`src/rtl/frog_game_ctrl.sv`:
```
// frog_game_ctrl: owns the frog's grid position, checks it against the cars in
// its lane every cycle, and keeps the lives/level registers. The level output
// feeds back into the car-motion block.
//
// state | meaning
// ------+-------------------------------------------------------------
// PLAY  | buttons move the frog, collision and goal checks active
// HIT   | frog frozen after a collision; respawn or game over
// WIN   | frog frozen on the goal row; level advances on exit
// OVER  | no lives left; only reset leaves this state
module frog_game_ctrl #(
    parameter logic [9:0]  BLOCKSIZE     = 10'd32,
    parameter logic [9:0]  X_OFFSET_LEFT = 10'd96,
    parameter logic [3:0]  NUM_COLS      = 4'd14,
    parameter logic [3:0]  START_COL     = 4'd7,
    parameter logic [1:0]  START_LIVES   = 2'd3,
    parameter logic [3:0]  MAX_LEVEL     = 4'd9,
    parameter logic [23:0] HOLD_CYCLES   = 24'd12_500_000
) (
    input  logic       clk_i,
    input  logic       reset_i,
    input  logic       btn_up_i,
    input  logic       btn_down_i,
    input  logic       btn_left_i,
    input  logic       btn_right_i,
    input  logic [9:0] lane0_car0_x_i,
    input  logic [9:0] lane1_car0_x_i,
    input  logic [9:0] lane2_car0_x_i,
    input  logic [9:0] lane3_car0_x_i,
    input  logic [9:0] lane4_car0_x_i,
    input  logic [9:0] lane5_car0_x_i,
    input  logic [9:0] lane4_car1_x_i,
    input  logic [9:0] lane0_length_i,
    input  logic [9:0] lane1_length_i,
    input  logic [9:0] lane2_length_i,
    input  logic [9:0] lane3_length_i,
    input  logic [9:0] lane4_length_i,
    input  logic [9:0] lane5_length_i,
    output logic [3:0] frog_col_o,
    output logic [2:0] frog_row_o,
    output logic [9:0] frog_x_o,
    output logic [1:0] lives_o,
    output logic [3:0] level_o,
    output logic       hit_o,
    output logic       level_up_o,
    output logic       game_over_o
);

    typedef enum logic [1:0] {
        S_PLAY = 2'd0,
        S_HIT  = 2'd1,
        S_WIN  = 2'd2,
        S_OVER = 2'd3
    } state_t;

    localparam logic [2:0] ROW_GOAL  = 3'd0;
    localparam logic [2:0] ROW_START = 3'd7;

    state_t      state_q;
    logic [3:0]  col_q;
    logic [2:0]  row_q;
    logic [1:0]  lives_q;
    logic [3:0]  level_q;
    logic [23:0] hold_cnt_q;
    logic        hit_q;
    logic        level_up_q;
    logic        game_over_q;
    logic [3:0]  btn_q;

    logic [3:0]  btn_now;
    logic [3:0]  btn_rise;
    logic [3:0]  col_d;
    logic [2:0]  row_d;
    logic        collide;

    // Bit order {up, down, left, right} so priority reads MSB-first.
    assign btn_now  = {btn_up_i, btn_down_i, btn_left_i, btn_right_i};
    assign btn_rise = btn_now & ~btn_q;

    assign frog_x_o = X_OFFSET_LEFT + BLOCKSIZE * {6'd0, col_q};

    // 11-bit compare keeps car_x + len from wrapping; a car re-entering at a
    // small x below the road offset is covered by the same rule.
    function automatic logic car_overlap(input logic [9:0] car_x,
                                         input logic [9:0] car_len,
                                         input logic [9:0] fx);
        logic [10:0] car_l;
        logic [10:0] car_r;
        logic [10:0] frog_l;
        logic [10:0] frog_r;
        car_l  = {1'b0, car_x};
        car_r  = car_l + {1'b0, car_len};
        frog_l = {1'b0, fx};
        frog_r = frog_l + {1'b0, BLOCKSIZE};
        return (car_l < frog_r) && (car_r > frog_l);
    endfunction

    // Overlap of the registered frog position with the cars of its lane.
    always_comb begin
        collide = 1'b0;
        case (row_q)
            3'd1: collide = car_overlap(lane0_car0_x_i, lane0_length_i, frog_x_o);
            3'd2: collide = car_overlap(lane1_car0_x_i, lane1_length_i, frog_x_o);
            3'd3: collide = car_overlap(lane2_car0_x_i, lane2_length_i, frog_x_o);
            3'd4: collide = car_overlap(lane3_car0_x_i, lane3_length_i, frog_x_o);
            3'd5: collide = car_overlap(lane4_car0_x_i, lane4_length_i, frog_x_o)
                          | car_overlap(lane4_car1_x_i, lane4_length_i, frog_x_o);
            3'd6: collide = car_overlap(lane5_car0_x_i, lane5_length_i, frog_x_o);
            default: collide = 1'b0;
        endcase
    end

    // One move per cycle; the highest-priority edge wins even if it is a
    // boundary no-op, and the others are dropped.
    always_comb begin
        col_d = col_q;
        row_d = row_q;
        if (btn_rise[3]) begin
            if (row_q != ROW_GOAL) row_d = row_q - 3'd1;
        end else if (btn_rise[2]) begin
            if (row_q != ROW_START) row_d = row_q + 3'd1;
        end else if (btn_rise[1]) begin
            if (col_q != 4'd0) col_d = col_q - 4'd1;
        end else if (btn_rise[0]) begin
            if (col_q < NUM_COLS - 4'd1) col_d = col_q + 4'd1;
        end
    end

    // Game FSM with registered position, score and pulse outputs.
    always_ff @(posedge clk_i or posedge reset_i) begin
        if (reset_i) begin
            state_q     <= S_PLAY;
            col_q       <= START_COL;
            row_q       <= ROW_START;
            lives_q     <= START_LIVES;
            level_q     <= 4'd1;
            hold_cnt_q  <= 24'd0;
            hit_q       <= 1'b0;
            level_up_q  <= 1'b0;
            game_over_q <= 1'b0;
            btn_q       <= 4'd0;
        end else begin
            // History tracks in every state so a held button never fires later.
            btn_q      <= btn_now;
            hit_q      <= 1'b0;
            level_up_q <= 1'b0;
            case (state_q)
                S_PLAY: begin
                    if (collide) begin
                        state_q    <= S_HIT;
                        lives_q    <= lives_q - 2'd1;
                        hit_q      <= 1'b1;
                        hold_cnt_q <= 24'd0;
                    end else if ((row_d == ROW_GOAL) && (row_q != ROW_GOAL)) begin
                        state_q    <= S_WIN;
                        row_q      <= row_d;
                        level_up_q <= 1'b1;
                        hold_cnt_q <= 24'd0;
                    end else begin
                        row_q <= row_d;
                        col_q <= col_d;
                    end
                end
                S_HIT: begin
                    if (lives_q == 2'd0) begin
                        state_q     <= S_OVER;
                        game_over_q <= 1'b1;
                    end else if (hold_cnt_q == HOLD_CYCLES - 24'd1) begin
                        state_q    <= S_PLAY;
                        col_q      <= START_COL;
                        row_q      <= ROW_START;
                        hold_cnt_q <= 24'd0;
                    end else begin
                        hold_cnt_q <= hold_cnt_q + 24'd1;
                    end
                end
                S_WIN: begin
                    if (hold_cnt_q == HOLD_CYCLES - 24'd1) begin
                        state_q    <= S_PLAY;
                        col_q      <= START_COL;
                        row_q      <= ROW_START;
                        hold_cnt_q <= 24'd0;
                        if (level_q < MAX_LEVEL) level_q <= level_q + 4'd1;
                    end else begin
                        hold_cnt_q <= hold_cnt_q + 24'd1;
                    end
                end
                S_OVER: begin
                    game_over_q <= 1'b1;
                end
                default: begin
                    state_q <= S_PLAY;
                end
            endcase
        end
    end

    assign frog_col_o  = col_q;
    assign frog_row_o  = row_q;
    assign lives_o     = lives_q;
    assign level_o     = level_q;
    assign hit_o       = hit_q;
    assign level_up_o  = level_up_q;
    assign game_over_o = game_over_q;

endmodule
```
`config.mk`:
```
export PLATFORM = sky130hd
export DESIGN_NAME = frog_game_ctrl
export DESIGN_NICKNAME = d
export VERILOG_FILES = /design/src/rtl/frog_game_ctrl.sv
export SDC_FILE = /design/constraint.sdc
export NUM_CORES = 1
export LEC_CHECK = 0
export CORE_UTILIZATION = 45
export CTS_CLUSTER_DIAMETER = 150
export DETAILED_ROUTE_END_ITERATION = 10
export HOLD_SLACK_MARGIN = 0.15
export PLACE_DENSITY = 0.83
export SYNTH_ARGS = -nofsm -noshare
export SYNTH_HDL_FRONTEND = slang
export SYNTH_SLANG_ARGS = --single-unit
```
`constraint.sdc`:
```
create_clock -name clk_i -period 10.73 [get_ports clk_i]
set_clock_uncertainty 0.15 [all_clocks]
set_input_delay 1.073 -clock clk_i [delete_from_list [all_inputs] [get_ports clk_i]]
set_output_delay 1.073 -clock clk_i [all_outputs]
set_load 0.01 [all_outputs]
```
==> metrics.md <==
| Metric | Value |
|---|---|
| Status | finished, final reports clean |
| First-pass GRT wire length | between 30000 and 40000 um |
| Detail Placement HPWL | 16000 um |
| Initial antenna violation count | 0 |
| Layout cell share with drive strength beyond 1 | 0.0350 |
| RSZ-0062 raised after global routing | false |
| Slew headroom | 0.207 |
| Worst VDD drop | 0.000130 V |
| Crit path max-delay cell type | o21ai_2 |
| Mapped Area | 7360 um2 |
| Max FO, Critical Path | 21 |
| Rows | 46 |
| Root Driver | clkbuf_16 |
| Cell Area, Placed | 9090 um2 |
| Wirelength, routed | between 15000 and 20000 um |
| Initial drt markers | 385 |
| 1st-pass router iterations | 10 |
| Vias in the first global route | approximately 7k |
| Critical path data required time | around 11 ns |
| Synth unique cells | 70 |
| DRC Markers | 0 |
| Routability cong. | 0.894 |
| Via density | 5.68 |
| Final hold vios | 0 |
| Synthesized instance count | 911 |
| Yosys Warn Count | 0 |
| CTS sink cnt | 46 |
| Die Width | 130 um |
| Synth Flop Type | dfrtp_1 |
| Synth async-reset ratio | 1.00 |
| Cell mode on critical path | a21oi_1 |
| Critical path capture point type | flop |
| Worst slew pin tran | 1.18 ns |
| Ports | roughly 160 |
| Routed len/inst | 15.6 um |
| Setup Buffers After CTS | 0 |
| Vias | slightly above 7k |
| Longest Clk Path Bufs | 2 |
| Fin crit share | 0.564 |
| Hold/Removal Path Class | reg -> reg |
| TritonCTS buffer count | 5 |
| Hold_ws | 0.353 ns |
| Total of max-cap violations | 0 |
| CP Buf/Inv Count | 1 |
| Worst path top cell family by delay | compound AO/OA/AOI/OAI gates |
| Largest net degree at the start of global routing | 47 |
| Worst path arrival time | 6.03 ns |
| IO buf count | 156 |
| # setup viols final | 0 |
| Max Fclk | ~0.17 GHz |
| Total negative slack | 0 ns |
| Core Area | ~16000 um2 |
| Nets | 1351 |
| Most common cell after layout, fill and taps aside | clkdlybuf4s50_1 |
| R2r setup slk | 4.86 ns |
| Yosys reg bits | 46 |
| GR Overflow Total | 0 |
| Final min period | 6.06 ns |
| Die area | 16900 um2 |
| Area grow syn2layout | 25.5% |
| Fin. max-slew vios | 0 |
| Worst-path clk slew | 0.06 ns |
| EDFF count, synth | 0 |
| ANT cells | 0 |
| Initial core utilization | 0.462 |
| # hold bufs at CTS | 0 |
| Fill count | between 1k and 1.5k |
| P_leak | around 0.004 uW |
| Sequential area share after synthesis | 0.158 |
| CTS resizes | 0 |
| Worst-Skew Late Latency | 0.29 ns |
| Final Cell Area | 9240 um2 |
| Commonest non-fill, non-tap cells in the layout | clkdlybuf4s50_1 (156), ha_1 (152), a21oi_1 (77) |
| GRT Util Overall | 0.238 |
| Syn_area_per_cell | 8.08 um2 |
| Worst-path cell chain | clkdlybuf4s50_1 > ha_1 > a21o_1 > a21oi_1 > o21bai_1 > a21oi_1 > o21bai_1 > a21oi_1 > o21bai_1 > a21oi_1 > xnor2_1 > ha_1 > nand4b_1 > nor3_1 > o211ai_1 > a221o_1 > a211oi_2 > a32oi_2 > o21ai_2 > o21ai_0 |
| Pwr Density | between 150 and 200 nW/um2 |
| Crit path launch type | input port |
| CP max stage delay | 0.80 ns |
| H-tree levels | 2 |
| Antenna Nets Post-Route | 0 |
| CTS tree | built |
| CP Class | in -> reg |
| Die H | 130 um |
[routing by layer]
metal,vias to the layer above,track usage,share of wire
met5,-,0,0
met2,256,0.415,0.46
met3,29,0.0279,0.060
met4,0,0.0670,0.022
li1,3611,-,-
met1,3325,0.309,0.45
[metrics by stage]
step	power, uW	std cells	setup WS (ns)	utilization
after detailed placement	1530	1264	4.41	0.570
after floorplan	1150	915	5.82	-
after global routing	1850	1272	4.30	0.580
final	1690	1272	4.67	0.580
after global placement	1490	1264	4.58	0.570
after CTS	1690	1272	4.71	0.580
[logic make-up (layout without fill, tap and decap cells)]
group	after synthesis	in the layout	share of synthesized area
multiplexers	11	11	0.0156
XOR/XNOR	55	55	0.0654
AO/OA/AOI/OAI	268	268	0.237
flip-flops	46	46	0.158
other	1	5	0.000509
buffers and inverters	102	243	0.0564
AND/OR/NAND/NOR	268	268	0.187
adder cells (fa/ha/maj)	160	160	0.280
[cell usage after synthesis (all sizes together), types with 8 or more instances]
cell      n  area [um2]
a211oi   15         123
a21boi   11        82.6
a21o     13        97.6
a21oi    77         385
a31oi    21         146
buf      12        77.6
clkbuf   12        45.0
dfrtp    37         926
dfstp     9         236
fa        8         160
ha      152        1900
inv      77         289
mux2i    10         100
nand2    72         270
nand2b   24         150
nand3    47         235
nand4     8        50.1
nor2     49         184
nor3     11        60.1
o211ai    8        60.1
o21a     12        90.1
o21ai    52         264
o21bai   11        82.6
o22ai    11        68.8
o31ai    10        75.1
xnor2    40         350
xor2     15         131
[registers in the layout (all words and copies together), names as in the netlist]
| name | cells |
|---|---|
| btn_q | 4 |
| frog_col_o | 4 |
| frog_row_o | 3 |
| game_over_o | 1 |
| hit_o | 1 |
| hold_cnt_q | 24 |
| level_o | 4 |
| level_up_o | 1 |
| lives_o | 2 |
| state_q | 2 |
[final cells by class]
cell class | instances | area [um2] | share of cell area
Sequential cell | 46 | 1160 | 0.126
Multi-Input combinational cell | 767 | 5800 | 0.628
Inverter | 78 | 293 | 0.0317
Clock buffer | 8 | 146 | 0.0158
Timing Repair Buffer | 157 | 1570 | 0.170
Tap cell | 216 | 270 | 0.0292
[path summary, 6_finish.rpt]
path,start,end,cells past startpoint
min in group asynchronous,reset_i,level_up_o,2
max in group asynchronous,reset_i,frog_col_o[3],2
hold reg to reg,level_o[3],level_o[3],1
setup reg to reg,frog_col_o[0],hold_cnt_q[17],14
hold / removal,level_o[3],level_o[3],1
setup / recovery,lane4_length_i[1],hold_cnt_q[17],20
[power by group]
part	switching, uW	internal [uW]
logic	747	532
registers	43.7	210
clock network	63.8	93.0
total	854	836
Power figures use the tool's default switching activity.
